**src/rtl/pc_sequencer.sv**
```systemverilog
// pc_sequencer: architectural PC register and next-PC selection for the simple
// core. Handles compressed steps, misaligned-target traps, external redirects
// and a circular return-address stack that flags mispredicted returns.
module pc_sequencer #(
  parameter int unsigned     XLEN         = 32,
  parameter logic [XLEN-1:0] RESET_VECTOR = '0,
  parameter int unsigned     RAS_DEPTH    = 4,
  parameter bit              SUPPORT_C    = 1'b1
) (
  input  logic            clk,
  input  logic            rst,
  input  logic            advance,
  input  logic            stall,
  input  logic            redirect,
  input  logic [XLEN-1:0] redirect_pc,
  input  logic [22:0]     cword,
  input  logic            is_compressed,
  input  logic            link_rd,
  input  logic            link_rs1,
  input  logic [XLEN-1:0] imm,
  input  logic [XLEN-1:0] r,
  input  logic [3:0]      ZCNVFlags,
  input  logic [XLEN-1:0] trap_vec,
  output logic [XLEN-1:0] pc,
  output logic            misalign,
  output logic [XLEN-1:0] bad_target,
  output logic [XLEN-1:0] ras_top,
  output logic            ras_empty,
  output logic            ras_mispredict
);

  localparam int unsigned PW = $clog2(RAS_DEPTH);
  localparam int unsigned CW = $clog2(RAS_DEPTH + 1);

  typedef enum logic [3:0] {
    T_LOAD   = 4'd0,
    T_IMM    = 4'd1,
    T_STORE  = 4'd2,
    T_REG    = 4'd3,
    T_LUI    = 4'd4,
    T_AUIPC  = 4'd5,
    T_BRANCH = 4'd6,
    T_JALR   = 4'd7,
    T_JAL    = 4'd8
  } itype_e;

  logic [XLEN-1:0] r_pc;
  logic [XLEN-1:0] r_bad_target;
  logic            r_misalign;
  logic            r_mispredict;
  logic [XLEN-1:0] r_ras [RAS_DEPTH];
  logic [PW-1:0]   r_ptr;     // next free slot; top entry sits at r_ptr-1
  logic [CW-1:0]   r_cnt;

  itype_e          w_type;
  logic [2:0]      w_fun3;
  logic            w_z, w_c, w_n, w_v;
  logic            w_taken;
  logic [XLEN-1:0] w_step;
  logic [XLEN-1:0] w_seq;
  logic [XLEN-1:0] w_target;
  logic            w_jump;
  logic            w_misal;
  logic            w_is_jal;
  logic            w_is_jalr;
  logic            w_push;
  logic            w_pop;
  logic [PW-1:0]   w_top_idx;
  logic            w_empty;
  logic            w_unused;

  assign w_type    = itype_e'(cword[3:0]);
  assign w_fun3    = cword[6:4];
  assign w_z       = ZCNVFlags[3];
  assign w_c       = ZCNVFlags[2];
  assign w_n       = ZCNVFlags[1];
  assign w_v       = ZCNVFlags[0];
  assign w_unused  = ^cword[22:7];
  assign w_is_jal  = (w_type == T_JAL);
  assign w_is_jalr = (w_type == T_JALR);
  assign w_top_idx = r_ptr - PW'(1);
  assign w_empty   = (r_cnt == '0);

  // Branch condition decode from fun3 and the ALU flags
  always_comb begin
    w_taken = 1'b0;
    case (w_fun3)
      3'b000:  w_taken = w_z;
      3'b001:  w_taken = ~w_z;
      3'b100:  w_taken = w_n ^ w_v;
      3'b101:  w_taken = ~(w_n ^ w_v);
      3'b110:  w_taken = w_c;
      3'b111:  w_taken = ~w_c;
      default: w_taken = 1'b0;
    endcase
  end

  // Next-PC target selection, alignment check and RAS operation decode
  always_comb begin
    w_step   = (SUPPORT_C && is_compressed) ? XLEN'(2) : XLEN'(4);
    w_seq    = r_pc + w_step;
    w_jump   = 1'b0;
    w_target = w_seq;
    if (w_is_jal) begin
      w_jump   = 1'b1;
      w_target = r_pc + imm;
    end else if (w_is_jalr) begin
      w_jump   = 1'b1;
      w_target = (r + imm) & ~XLEN'(1);
    end else if ((w_type == T_BRANCH) && w_taken) begin
      w_jump   = 1'b1;
      w_target = r_pc + imm;
    end
    w_misal = w_jump && !SUPPORT_C && w_target[1];
    w_push  = !w_misal && (w_is_jal || w_is_jalr) && link_rd;
    w_pop   = !w_misal && w_is_jalr && link_rs1 && !w_empty;
  end

  // PC, trap capture, pulse outputs and RAS state update
  always_ff @(posedge clk or posedge rst) begin
    if (rst) begin
      r_pc         <= RESET_VECTOR;
      r_bad_target <= '0;
      r_misalign   <= 1'b0;
      r_mispredict <= 1'b0;
      r_ptr        <= '0;
      r_cnt        <= '0;
      for (int unsigned i = 0; i < RAS_DEPTH; i++) begin
        r_ras[i] <= '0;
      end
    end else begin
      r_misalign   <= 1'b0;
      r_mispredict <= 1'b0;
      if (redirect) begin
        r_pc <= redirect_pc & ~XLEN'(1);
      end else if (!stall && advance) begin
        if (w_misal) begin
          r_pc         <= trap_vec;
          r_bad_target <= w_target;
          r_misalign   <= 1'b1;
        end else begin
          r_pc <= w_next_pc();
          if (w_pop) begin
            r_mispredict <= (r_ras[w_top_idx] != w_target);
          end
          // Pop-then-push collapses to overwriting the top in place
          if (w_pop && w_push) begin
            r_ras[w_top_idx] <= w_seq;
          end else if (w_push) begin
            r_ras[r_ptr] <= w_seq;
            r_ptr        <= r_ptr + PW'(1);
            if (r_cnt != CW'(RAS_DEPTH)) begin
              r_cnt <= r_cnt + CW'(1);
            end
          end else if (w_pop) begin
            r_ptr <= w_top_idx;
            r_cnt <= r_cnt - CW'(1);
          end
        end
      end
    end
  end

  function automatic logic [XLEN-1:0] w_next_pc();
    return w_jump ? w_target : w_seq;
  endfunction

  assign pc             = r_pc;
  assign misalign       = r_misalign;
  assign bad_target     = r_bad_target;
  assign ras_empty      = w_empty;
  assign ras_top        = w_empty ? '0 : r_ras[w_top_idx];
  assign ras_mispredict = r_mispredict;

endmodule
```
**config.mk**
```make
export PLATFORM = sky130hd
export DESIGN_NAME = pc_sequencer
export DESIGN_NICKNAME = d
export VERILOG_FILES = /design/src/rtl/pc_sequencer.sv
export SDC_FILE = /design/constraint.sdc
export NUM_CORES = 1
export LEC_CHECK = 0
export ABC_CLOCK_PERIOD_IN_PS = 5900
export CORE_MARGIN = 1.5
export CORE_UTILIZATION = 45
export CTS_BUF_LIST = sky130_fd_sc_hd__clkbuf_16
export CTS_CLUSTER_SIZE = 40
export DETAILED_ROUTE_END_ITERATION = 8
export GPL_TIMING_DRIVEN = 0
export HOLD_SLACK_MARGIN = 0.03
export PLACE_DENSITY = 0.74
export SLEW_MARGIN = 5
export SYNTH_ARGS = -nofsm -noshare
export SYNTH_HDL_FRONTEND = slang
export SYNTH_SLANG_ARGS = --single-unit
export TNS_END_PERCENT = 20
```
**constraint.sdc**
```tcl
create_clock -name clk -period 5.9 [get_ports clk]
set_input_delay 1.18 -clock clk [delete_from_list [all_inputs] [get_ports clk]]
set_output_delay 1.18 -clock clk [all_outputs]
set_load 0.05 [all_outputs]
```
==> metrics.md <==
| Metric | Value |
|---|---|
| Mapped Area | 13100 um2 |
| Hold Startpoint | r_ras[97] |
| Req. time, crit path | ~4.7 ns |
| VDD IR max | 0.212 mV |
| Syn_area_per_cell | ~8.6 um2 |
| FF/Latch Area | 4150 um2 |
| Total CTS buffers | 17 |
| Worst Path Max Fanout | 10 |
| Clock Skew | about 0.0085 ns |
| Vias per inst | 6.16 |
| # nets final | about 2.0k |
| First-pass GRT wire length | between 70000 and 80000 um |
| Post-route ant nets | 0 |
| Die W | between 150 and 200 um |
| Final Power | ~4.6 mW |
| Seq/Total Area, Yosys | 0.317 |
| Final-layout fill cell count | approximately 2.6k |
| DR vias | around 13k |
| Post-CTS setup buffers | 0 |
| GR Util All Layers | 0.323 |
| Total core area | roughly 29000 um2 |
| Worst path max stage delay | ~0.72 ns |
| Row cnt | between 60 and 70 |
| Fin. Hold Viols | 0 |
| Period minus WS final | just under 6 ns |
| Crit. End Element | output port |
| CTS tree | done |
| Multi-input logic area | 8390 um2 |
| Critical path's slowest cell | clkdlybuf4s50_1 |
| Die Footprint | 30100 um2 |
| Slew Limit Fails | 0 |
| Number of max-cap violations | 0 |
| DRC viols | 0 |
| Drt initial violations | 1366 |
| Mapped Cells | approximately 1.5k |
| Routed len/inst | ~23 um |
| # port buffers | between 150 and 200 |
| IO Count | 262 |
| Vias in the first global route | roughly 13k |
| GRT overflow | 0 |
| Final number of setup-violating endpoints | 0 |
| Hpwl dp | around 39000 um |
| Pwr dens | 284 nW/um2 |
| Max Buffers Root-to-Sink | 2 |
| Yosys top cell by area | dfrtp_1 |
| Rel. slew slack | 0.362 |
| Setup TNS | 0 ns |
| Min-delay worst type | flop to flop |
| Fmax | approximately 170 MHz |
| Share of post-route cells with drive strength above 1 | 0.0878 |
| Ys Warns | 0 |
| Asr flop ratio synth | 1.00 |
| Leakage | 6.92 nW |
| Yosys reg bits | about 170 |
| Antenna Cells | 0 |
| Final Worst Setup Slack | about 0.11 ns |
| Worst skew pair latency | about 0.43 ns |
| Router iterations before antenna repair | 5 |
| H-tree depth | 4 |
| Largest net degree at the start of global routing | 86 |
| CTS sink cnt | 166 |
| CP startpoint kind | flop |
| Top delay family on crit path | buffers and inverters |
| WHS | between 0.5 and 0.6 ns |
| Chip height | approximately 170 um |
| Dpl ws | -0.617 ns |
| Routed WL | 49500 um |
| Synth top area share | 0.317 |
| Initial cell density of the core | 0.456 |
| Critical path class | flop to output port |
| CP startpoint | r_ptr[0] |
| Syn-to-layout area delta | 23.2% |
| CTS root buf | clkbuf_16 |
| Synth area leaders | dfrtp_1, a21oi_1, ha_1, nor2_1, mux4_2 |
| Crit path cell chain | buf_2, inv_1, ha_1, buf_2, buf_4, buf_4, clkbuf_2, mux4_2, nor2b_1, clkdlybuf4s50_1 |
| Distinct cells, synth | just over 90 |
| EDFF count, synth | 0 |
| Synth Flop Type | dfrtp_1 |
| RePlAce Congestion | about 0.96 |
| Antenna violations before repair | 0 |
| CP arrival | about 4.6 ns |
| RSZ-0062 raised after global routing | yes |
| Worst slew pin tran | between 0.9 and 1 ns |
| Status | complete, no violations |
| FF-to-FF Start | r_ptr[0] |
| Critical path buffers and inverters | 7 |
| Clk pin slew, worst setup/hold paths | ~0.06 ns |
| Period Utilization, post-route | 0.981 |
registers in the layout (all words and copies together), names as in the netlist:
register and count:
pc 32, ras_mispredict 1, r_ras 128, r_ptr 2, r_cnt 3
per-stage QoR:
stage,instances,util,area (um2)
global placement,2117,0.540,15500
finish,2150,0.562,16100
floorplan,1554,-,13200
global route,2150,0.562,16100
detailed placement,2118,0.541,15500
CTS,2150,0.562,16100
cell type report:
type,count,share of cell area
buffer,117,0.0370
inverter,24,0.00605
multi-input combinational,1247,0.520
clock inverter,15,0.0110
clock buffer,17,0.0264
sequential,166,0.257
timing repair buffer,180,0.113
tap,384,0.0298
metal layers:
layer	track usage	wire length (um)	share of wire
met2	0.551	23900	0.48
met5	0	0	0
met3	0.0450	4220	0.085
met4	0.114	1750	0.035
met1	0.420	19600	0.40
synth_stat cells (5+ instances only):
cell type  instances
nand2b_1           7
clkbuf_1          68
mux2i_1           20
a21o_1            22
mux2_2            15
buf_4             34
a211oi_1          16
o21ai_1           13
nor2b_1           24
dfrtp_1          166
a21oi_1          217
o211ai_1          10
xnor2_1           53
o21ai_0           70
inv_1             24
a221oi_1           8
xor2_1            57
and3_1            15
mux4_2            30
a22oi_1            7
nor3_1            20
and4_1            10
nand4_1           27
o21a_1            12
and2_1             6
a31oi_1           16
nand3_1           29
nor2_1           207
o22ai_1            8
nand2_1          117
buf_2             10
o21bai_1           6
ha_1              67
a2111oi_0          5
repair_timing:
| item | in CTS | in global routing |
|---|---|---|
| pin swaps | 0 | 0 |
| hold buffers | 0 | 0 |
| endpoints found under the setup margin | 17 | 5 |
| resized for setup | 7 | 2 |
cell usage in the layout (no fill, tap or decap), drive strengths merged, types with 5 or more instances in the layout:
cell type and n:
o22ai 9, and2 6, o21ai 84, nand4 27, inv 31, buf 49
or2 5, nor2b 24, nand3 29, a221oi 10, and4 10, xnor2 53
nor3 21, o21a 12, ha 67, a21o 22, dfrtp 166, clkbuf 86
a211oi 17, o211ai 11, a2111oi 7, mux2 15, nand2b 7, a21oi 218
nor2 208, conb 33, nand2 117, a22oi 8, clkdlybuf4s50 176, mux2i 20
and3 15, a31oi 17, o21bai 6, xor2 57, mux4 30
kinds of logic (layout without fill, tap and decap cells):
group                    Yosys count  after routing  share of synthesized area
other                              1             33                   0.000286
AND/OR/NAND/NOR                  493            493                      0.176
multiplexers                      65             65                     0.0798
adder cells (fa/ha/maj)           71             71                     0.0701
flip-flops                       166            166                      0.317
buffers and inverters            141            353                     0.0519
XOR/XNOR                         111            111                     0.0754
AO/OA/AOI/OAI                    474            474                      0.229
worst register-to-register path, delay by kind of cell (launching register included):
| family | cells | cell delay, ns |
|---|---|---|
| mux | 1 | 0.44 |
| buf+inv | 6 | 1.69 |
| fa+ha+maj | 1 | 0.34 |
| compound gates | 4 | 1.41 |
| simple gates | 3 | 0.61 |
| flops | 1 | 0.57 |
where the power goes:
group / internal, mW / switching (mW) / total (mW)
clock network: 0.671 / 0.484 / 1.16
logic: 0.740 / 1.29 / 2.03
registers: 1.26 / 0.134 / 1.40
final timing paths:
path | endpoint | slack, ns | cells past startpoint
setup / recovery | ras_top[21] | 0.11 | 10
hold / removal | r_ras[97] | 0.51 | 1
setup reg to reg | ras_mispredict | 0.73 | 15
hold reg to reg | r_ras[97] | 0.51 | 1
max in group asynchronous | pc[13] | 3.86 | 3
min in group asynchronous | r_ras[85] | 1.23 | 2
(Power assumes the default switching activity.)
==> RTL edit 1 (same settings) <==
Set the parameter `XLEN` to 36 (it was 32).
--- a/src/rtl/pc_sequencer.sv
+++ b/src/rtl/pc_sequencer.sv
@@ -2,7 +2,7 @@
 // core. Handles compressed steps, misaligned-target traps, external redirects
 // and a circular return-address stack that flags mispredicted returns.
 module pc_sequencer #(
-  parameter int unsigned     XLEN         = 32,
+  parameter int unsigned     XLEN         = 36,
   parameter logic [XLEN-1:0] RESET_VECTOR = '0,
   parameter int unsigned     RAS_DEPTH    = 4,
   parameter bit              SUPPORT_C    = 1'b1
Interface: changed (7 resized); port bits go from 262 to 290. The function was not compared with the original's and may differ.
==> RTL edit 1 against the original RTL <==
  * Global-route usage fell by 1.5 points
  * Routed wire length rose by 3.9%
  * Power rose by 11%
  * Clock skew barely moved
  * Largest power group unchanged
  * Area after synthesis rose by 9.5%
  * Setup slack improved by 0.060 ns
  * Register-to-register slack got worse by 0.51 ns
  * Sequential power rose by 13%
  * Design area rose by 9.5%
  * Die area rose by 9.4%
  * Non-clock buffer count rose by 35
  * Sequential cell count rose by 20
==> RTL edit 1: results (changes against the original RTL) <==
[global_route]
antenna_found_initial = 0  ; unchanged
grt_max_degree = 43  ; -50%
groute.usage.overall = 0.308  ; -0.0146
grt_first_pass_wirelength_mm = 78.4  ; +5.5%

[timing]
worstMarginPinSlew_ns = 1.02  ; +0.0744 ns
clock_skew_ns = 0.00813  ; -0.000383 ns
finalHoldWorstSlack_ns = 0.505  ; -0.000109 ns
slew_viol_final = 0  ; unchanged

[clock_network]
cts.path.max_buffers = 2  ; unchanged
clock_latency_ns = 0.44
cts_made_buffers = 17  ; unchanged
htree_levels = 4  ; unchanged
clkTransAtPathRegs_ns = 0.07
root_buffer = clkbuf_16
post_cts_buffers = 0  ; unchanged

[power_and_ir_drop]
vdd_drop_max_mv = 0.226  ; +6.7%
cellLeakagePower_nw = 7.71  ; +11%

[final_layout]
drive_gt1_frac = 0.0802  ; -0.00761
final_nets = 2216  ; +12%
top_register = r_ras
largest_reg_flops = 144  ; +13%
insertedDiodeCount = 0  ; unchanged

[placement]
dp_hpwl_mm = 40.9  ; +5.9%
place_congestion = 0.936  ; -2.1%
portBuffers = 199  ; +11%
placed_area_sq_um = 17100  ; +10%
place_inst = 2341  ; +11%

[min_path]
worstHoldEndpoint = r_ras[109]
hold_class = flip-flop to flip-flop
min_from = r_ras[109]
worstHoldPathCells = 1  ; unchanged

[detailed_routing]
drt-pass1-iter-count = 6  ; +1
dr_total_vias = 14321  ; +8.1%
post_drt_via_cell_ratio = 6.03  ; -2.1%
wl_mm = 51.5  ; +3.9%
drtIter0Drc = 1423  ; +4.2%

[worst_setup_path]
arrival_ns = 6.02  ; +1.41 ns
r2r_setup_slack_ns = 0.22  ; -0.51 ns
r2r-end = ras_mispredict
crit_fanout = 8  ; -2
r2r-start = r_ptr[0]
reg2regPathDepth = 15  ; unchanged

[synthesis]
synth_flop_cell = dfrtp_1
yosys_warnings = 0  ; unchanged
synth_seq_area_share = 0.325  ; +0.00730
synth.top_cells.by_count = a21oi_1, nor2_1, dfrtp_1
synth_cell_types = 81  ; -13%
synthTopCellsByArea = dfrtp_1, a21oi_1, ha_1, nor2_1, mux4_2
syn_area_per_cell_sq_um = 8.44  ; -1.9%
async_flop_share = 1.00  ; unchanged

[outcome]
status = completed

-- RTL edit 1: changes by cell type after synthesis, moves of 13 or more --
cell	before	now
a21oi_1	217	256
dfrtp_1	166	186
nand2_1	117	151
nor2_1	207	231
nor2b_1	24	37
o21ai_0	70	95
xnor2_1	53	66
-- RTL edit 1: timing repair --
| item | in CTS | in global routing |
|---|---|---|
| resized for setup | 28 | 7 |
| hold buffers | 0 | 0 |
| gates cloned | 0 | 0 |
| endpoints found under the setup margin | 37 | 22 |
-- RTL edit 1: cell families (layout without fill, tap and decap cells) --
logic type,after synthesis,in the layout,share of synthesized area
other,1,37,0.000261
AO/OA/AOI/OAI,523,523,0.218
multiplexers,66,66,0.0779
buffers and inverters,151,387,0.0497
AND/OR/NAND/NOR,573,573,0.185
flip-flops,186,186,0.325
adder cells (fa/ha/maj),79,79,0.0710
XOR/XNOR,120,120,0.0743
-- RTL edit 1: critical path, stage by stage --
cell and delay [ns]:
clkdlybuf4s50_1 0.49, inv_1 0.08, ha_1 0.29, a21oi_1 0.13
nor3_2 0.52, nand4_1 0.24, xor2_2 0.47, nor4_1 0.10
or4_1 0.55, a2111o_1 0.37, nor4b_2 0.27, nand4_1 0.14
or4_1 0.56, nor4_1 0.47, a31oi_1 0.16
-- RTL edit 1: through the flow --
stage | setup TNS [ns] | setup WS, ns
after floorplan | 0 | 0.646
after global placement | -26.54 | -1.59
after detailed placement | -28.59 | -1.68
after CTS | 0 | 0.0431
after global routing | 0 | 0.00489
final | 0 | 0.172
-- RTL edit 1: cell type report --
type,instances,area [sq um]
flip-flops and latches,186,4650
clock buffers,17,425
fillers,2864,13800
inverters,23,90.1
well taps,402,503
plain buffers,128,644
repair buffers,204,2070
multi-input cells,1398,9130
clock inverters,15,150
-- RTL edit 1: power breakdown --
group / switching (W) / leakage [nW] / internal (W)
Clock: 0.000511 / 0.273 / 0.000623
Sequential: 0.000150 / 2.48 / 0.00143
Combinational: 0.00149 / 4.96 / 0.000899
Total: 0.00215 / 7.71 / 0.00295
-- RTL edit 1: how the worst max path moves through the flow --
stage                  startpoint              to  slack [ns]  depth (start not counted)
finish              is_compressed  ras_mispredict        0.17                         15
floorplan                r_ptr[0]     ras_top[18]        0.65                         10
CTS                      r_ptr[0]     ras_top[18]        0.04                         11
global route             r_ptr[0]  ras_mispredict       0.005                         15
global placement         r_ptr[0]     ras_top[29]       -1.59                         12
detailed placement       r_ptr[0]     ras_top[29]       -1.68                         12
-- RTL edit 1: per-layer routing --
layer / GRT usage / routed length (um) / vias up
met5: 0 / 0 / -
li1: - / - / 6584
met3: 0.0451 / 4200 / 124
met2: 0.491 / 23400 / 729
met1: 0.412 / 21400 / 6884
met4: 0.151 / 2450 / 0
==> RTL edit 2 (same flow settings) <==
Without the edit above. Register the output `ras_mispredict` once more, cleared by the reset; this adds one clock of latency there. The other outputs are not delayed to match.
--- a/src/rtl/pc_sequencer.sv
+++ b/src/rtl/pc_sequencer.sv
@@ -170,6 +170,12 @@
   assign bad_target     = r_bad_target;
   assign ras_empty      = w_empty;
   assign ras_top        = w_empty ? '0 : r_ras[w_top_idx];
-  assign ras_mispredict = r_mispredict;
+  always_ff @(posedge clk or posedge rst) begin
+    if (rst) begin
+      ras_mispredict <= '0;
+    end else begin
+      ras_mispredict <= r_mispredict;
+    end
+  end
 
 endmodule
Check against the original RTL: not equivalent (Yosys sat finds a counterexample within 4 cycles, from zero or initial values and one cycle with rst high).
==> RTL edit 2 against the original RTL <==
  * Area after synthesis shrank 1.6%
  * Design area down 1.6%
  * Routed wire length down 9.1%
  * Sequential cell count up 1
  * First-iteration DRC count is 7.4% higher
  * Die area decreased by 1.6%
  * Cell count shrank 1.4%
  * Setup slack improved by 0.051 ns
  * Power increased by 0.56%
  * Critical path type unchanged
  * Largest power group unchanged
==> RTL edit 2: results (changes against the original RTL) <==
[outcome]
status = completed

[global_route]
groute.usage.overall = 0.303  ; -0.0199
grt_max_degree = 129  ; +50%
antenna_found_initial = 0  ; unchanged
grt_first_pass_wirelength_mm = 67.4  ; -9.2%
grt_pass1_vias = 12110  ; -4.9%

[final_layout]
drive_gt1_frac = 0.0815  ; -0.00625
top_register = r_ras
final_nets = 1965  ; -1.1%
largest_reg_flops = 128  ; unchanged
insertedDiodeCount = 0  ; unchanged

[timing]
clock_skew_ns = 0.0125  ; +0.00398 ns
slew_headroom = 0.193  ; -0.169

[power_and_ir_drop]
vdd_drop_max_mv = 0.254  ; +20%
cellLeakagePower_nw = 6.88  ; -0.61%
swShare = 0.420  ; +0.00410

[detailed_routing]
wl_per_cell_um = 21.2  ; -7.9%
wl_met1_mm = 18.3  ; -6.9%
post_drt_via_cell_ratio = 6.05  ; -1.8%
dr_wl_met3_mm = 4.12  ; -2.4%
antenna_left = 0  ; unchanged
drt-pass1-iter-count = 6  ; +1
drc = 0  ; unchanged
topRoutingLayerUsed = met4
drtIter0Drc = 1467  ; +7.4%
wl_met2_mm = 21.0  ; -12%

[synthesis]
yosys_warnings = 0  ; unchanged
synth_flop_cell = dfrtp_1
synth.top_cells.by_count = a21oi_1, nor2_1, dfrtp_1
synth_seq_area_share = 0.324  ; +0.00724
synth_cell_types = 77  ; -17%
synthTopCellsByArea = dfrtp_1, a21oi_1, ha_1, mux4_2, nor2_1
async_flop_share = 1.00  ; unchanged

[worst_setup_path]
crit_fanout = 10  ; unchanged
r2r-end = r_mispredict
r2r-start = r_ptr[0]
slowest_delay_ns = 0.55  ; -0.17 ns
crit_slowest_cell = dlygate4sd2_1
reg2regPathDepth = 13  ; -2
r2r_setup_slack_ns = 0.95  ; +0.22 ns
arrival_ns = 4.56  ; -0.05 ns

[placement]
place_congestion = 0.943  ; -1.3%
dp_hpwl_mm = 35.2  ; -8.8%
portBuffers = 177  ; -1.1%

[clock_network]
clock_latency_ns = 0.44
cts_made_buffers = 17  ; unchanged
cts.path.max_buffers = 2  ; unchanged
post_cts_buffers = 0  ; unchanged
clkTransAtPathRegs_ns = 0.07
root_buffer = clkbuf_16
htree_levels = 4  ; unchanged

[min_path]
worstHoldPathCells = 0  ; -1
worstHoldEndpoint = ras_mispredict
min_from = r_mispredict
hold_class = flip-flop to flip-flop

==> RTL edit 2: routing by layer <==
layer  track usage  up-vias
li1              -     5874
met1         0.401     6147
met2         0.494      701
met3        0.0526      107
met4         0.121        0
met5             0        -
==> RTL edit 2: cells by family after synthesis <==
logic type               synth area share
AND/OR/NAND/NOR                     0.182
AO/OA/AOI/OAI                       0.220
flip-flops                          0.324
buffers and inverters              0.0512
XOR/XNOR                           0.0704
adder cells (fa/ha/maj)            0.0733
multiplexers                       0.0789
other                            0.000291
==> RTL edit 2: worst max path at each step <==
stage | endpoint | slack (ns) | from
finish | ras_top[17] | 0.16 | r_ptr[0]
global route | ras_top[17] | -0.03 | r_ptr[0]
CTS | ras_top[11] | 0.0004 | r_ptr[0]
detailed placement | ras_top[17] | -1.82 | r_ptr[0]
global placement | pc[4] | -1.97 | rst
floorplan | pc[0] | 0.20 | rst
==> RTL edit 2: power by group through the flow <==
stage	clock network [W]	registers, W	logic, W
2_1_floorplan	0	0.00147	0.00135
3_3_place_gp	0	0.00142	0.00201
3_5_place_dp	0	0.00143	0.00203
4_1_cts	0.00113	0.00141	0.00204
5_1_grt	0.00118	0.00143	0.00222
6_report	0.00113	0.00141	0.00207
==> RTL edit 2: area by class of cell <==
type	count	area, sq um
Timing Repair Buffer	178	1790
Clock inverter	15	160
Buffer	112	561
Inverter	29	116
Tap cell	378	473
Fill cell	2524	12100
Clock buffer	17	425
Sequential cell	167	4180
Multi-Input combinational cell	1224	8170
==> RTL edit 2: critical path, delay by kind of cell (launching register included) <==
kind	cells	cell delay [ns]
fa+ha+maj	1	0.51
simple gates	1	0.20
mux	1	0.31
buf+inv	8	2.73
flops	1	0.38
==> RTL edit 2: metrics by stage <==
| step | std cells | total power (W) | instance area (sq um) | worst slack [ns] | hold WS [ns] |
|---|---|---|---|---|---|
| 2_1_floorplan | 1533 | 0.00282 | 13000 | 0.202 | 0.331 |
| 3_3_place_gp | 2088 | 0.00344 | 15200 | -1.97 | 0.341 |
| 3_5_place_dp | 2089 | 0.00346 | 15300 | -1.82 | 0.344 |
| 4_1_cts | 2120 | 0.00458 | 15900 | 0.000363 | 0.359 |
| 5_1_grt | 2120 | 0.00482 | 15900 | -0.0292 | 0.378 |
| 6_report | 2120 | 0.00461 | 15900 | 0.163 | 0.359 |
==> RTL edit 2: timing repair <==
item,CTS,global route
pin swaps,0,0
setup endpoints to repair,58,97
resized for setup,21,12
cloned,0,0
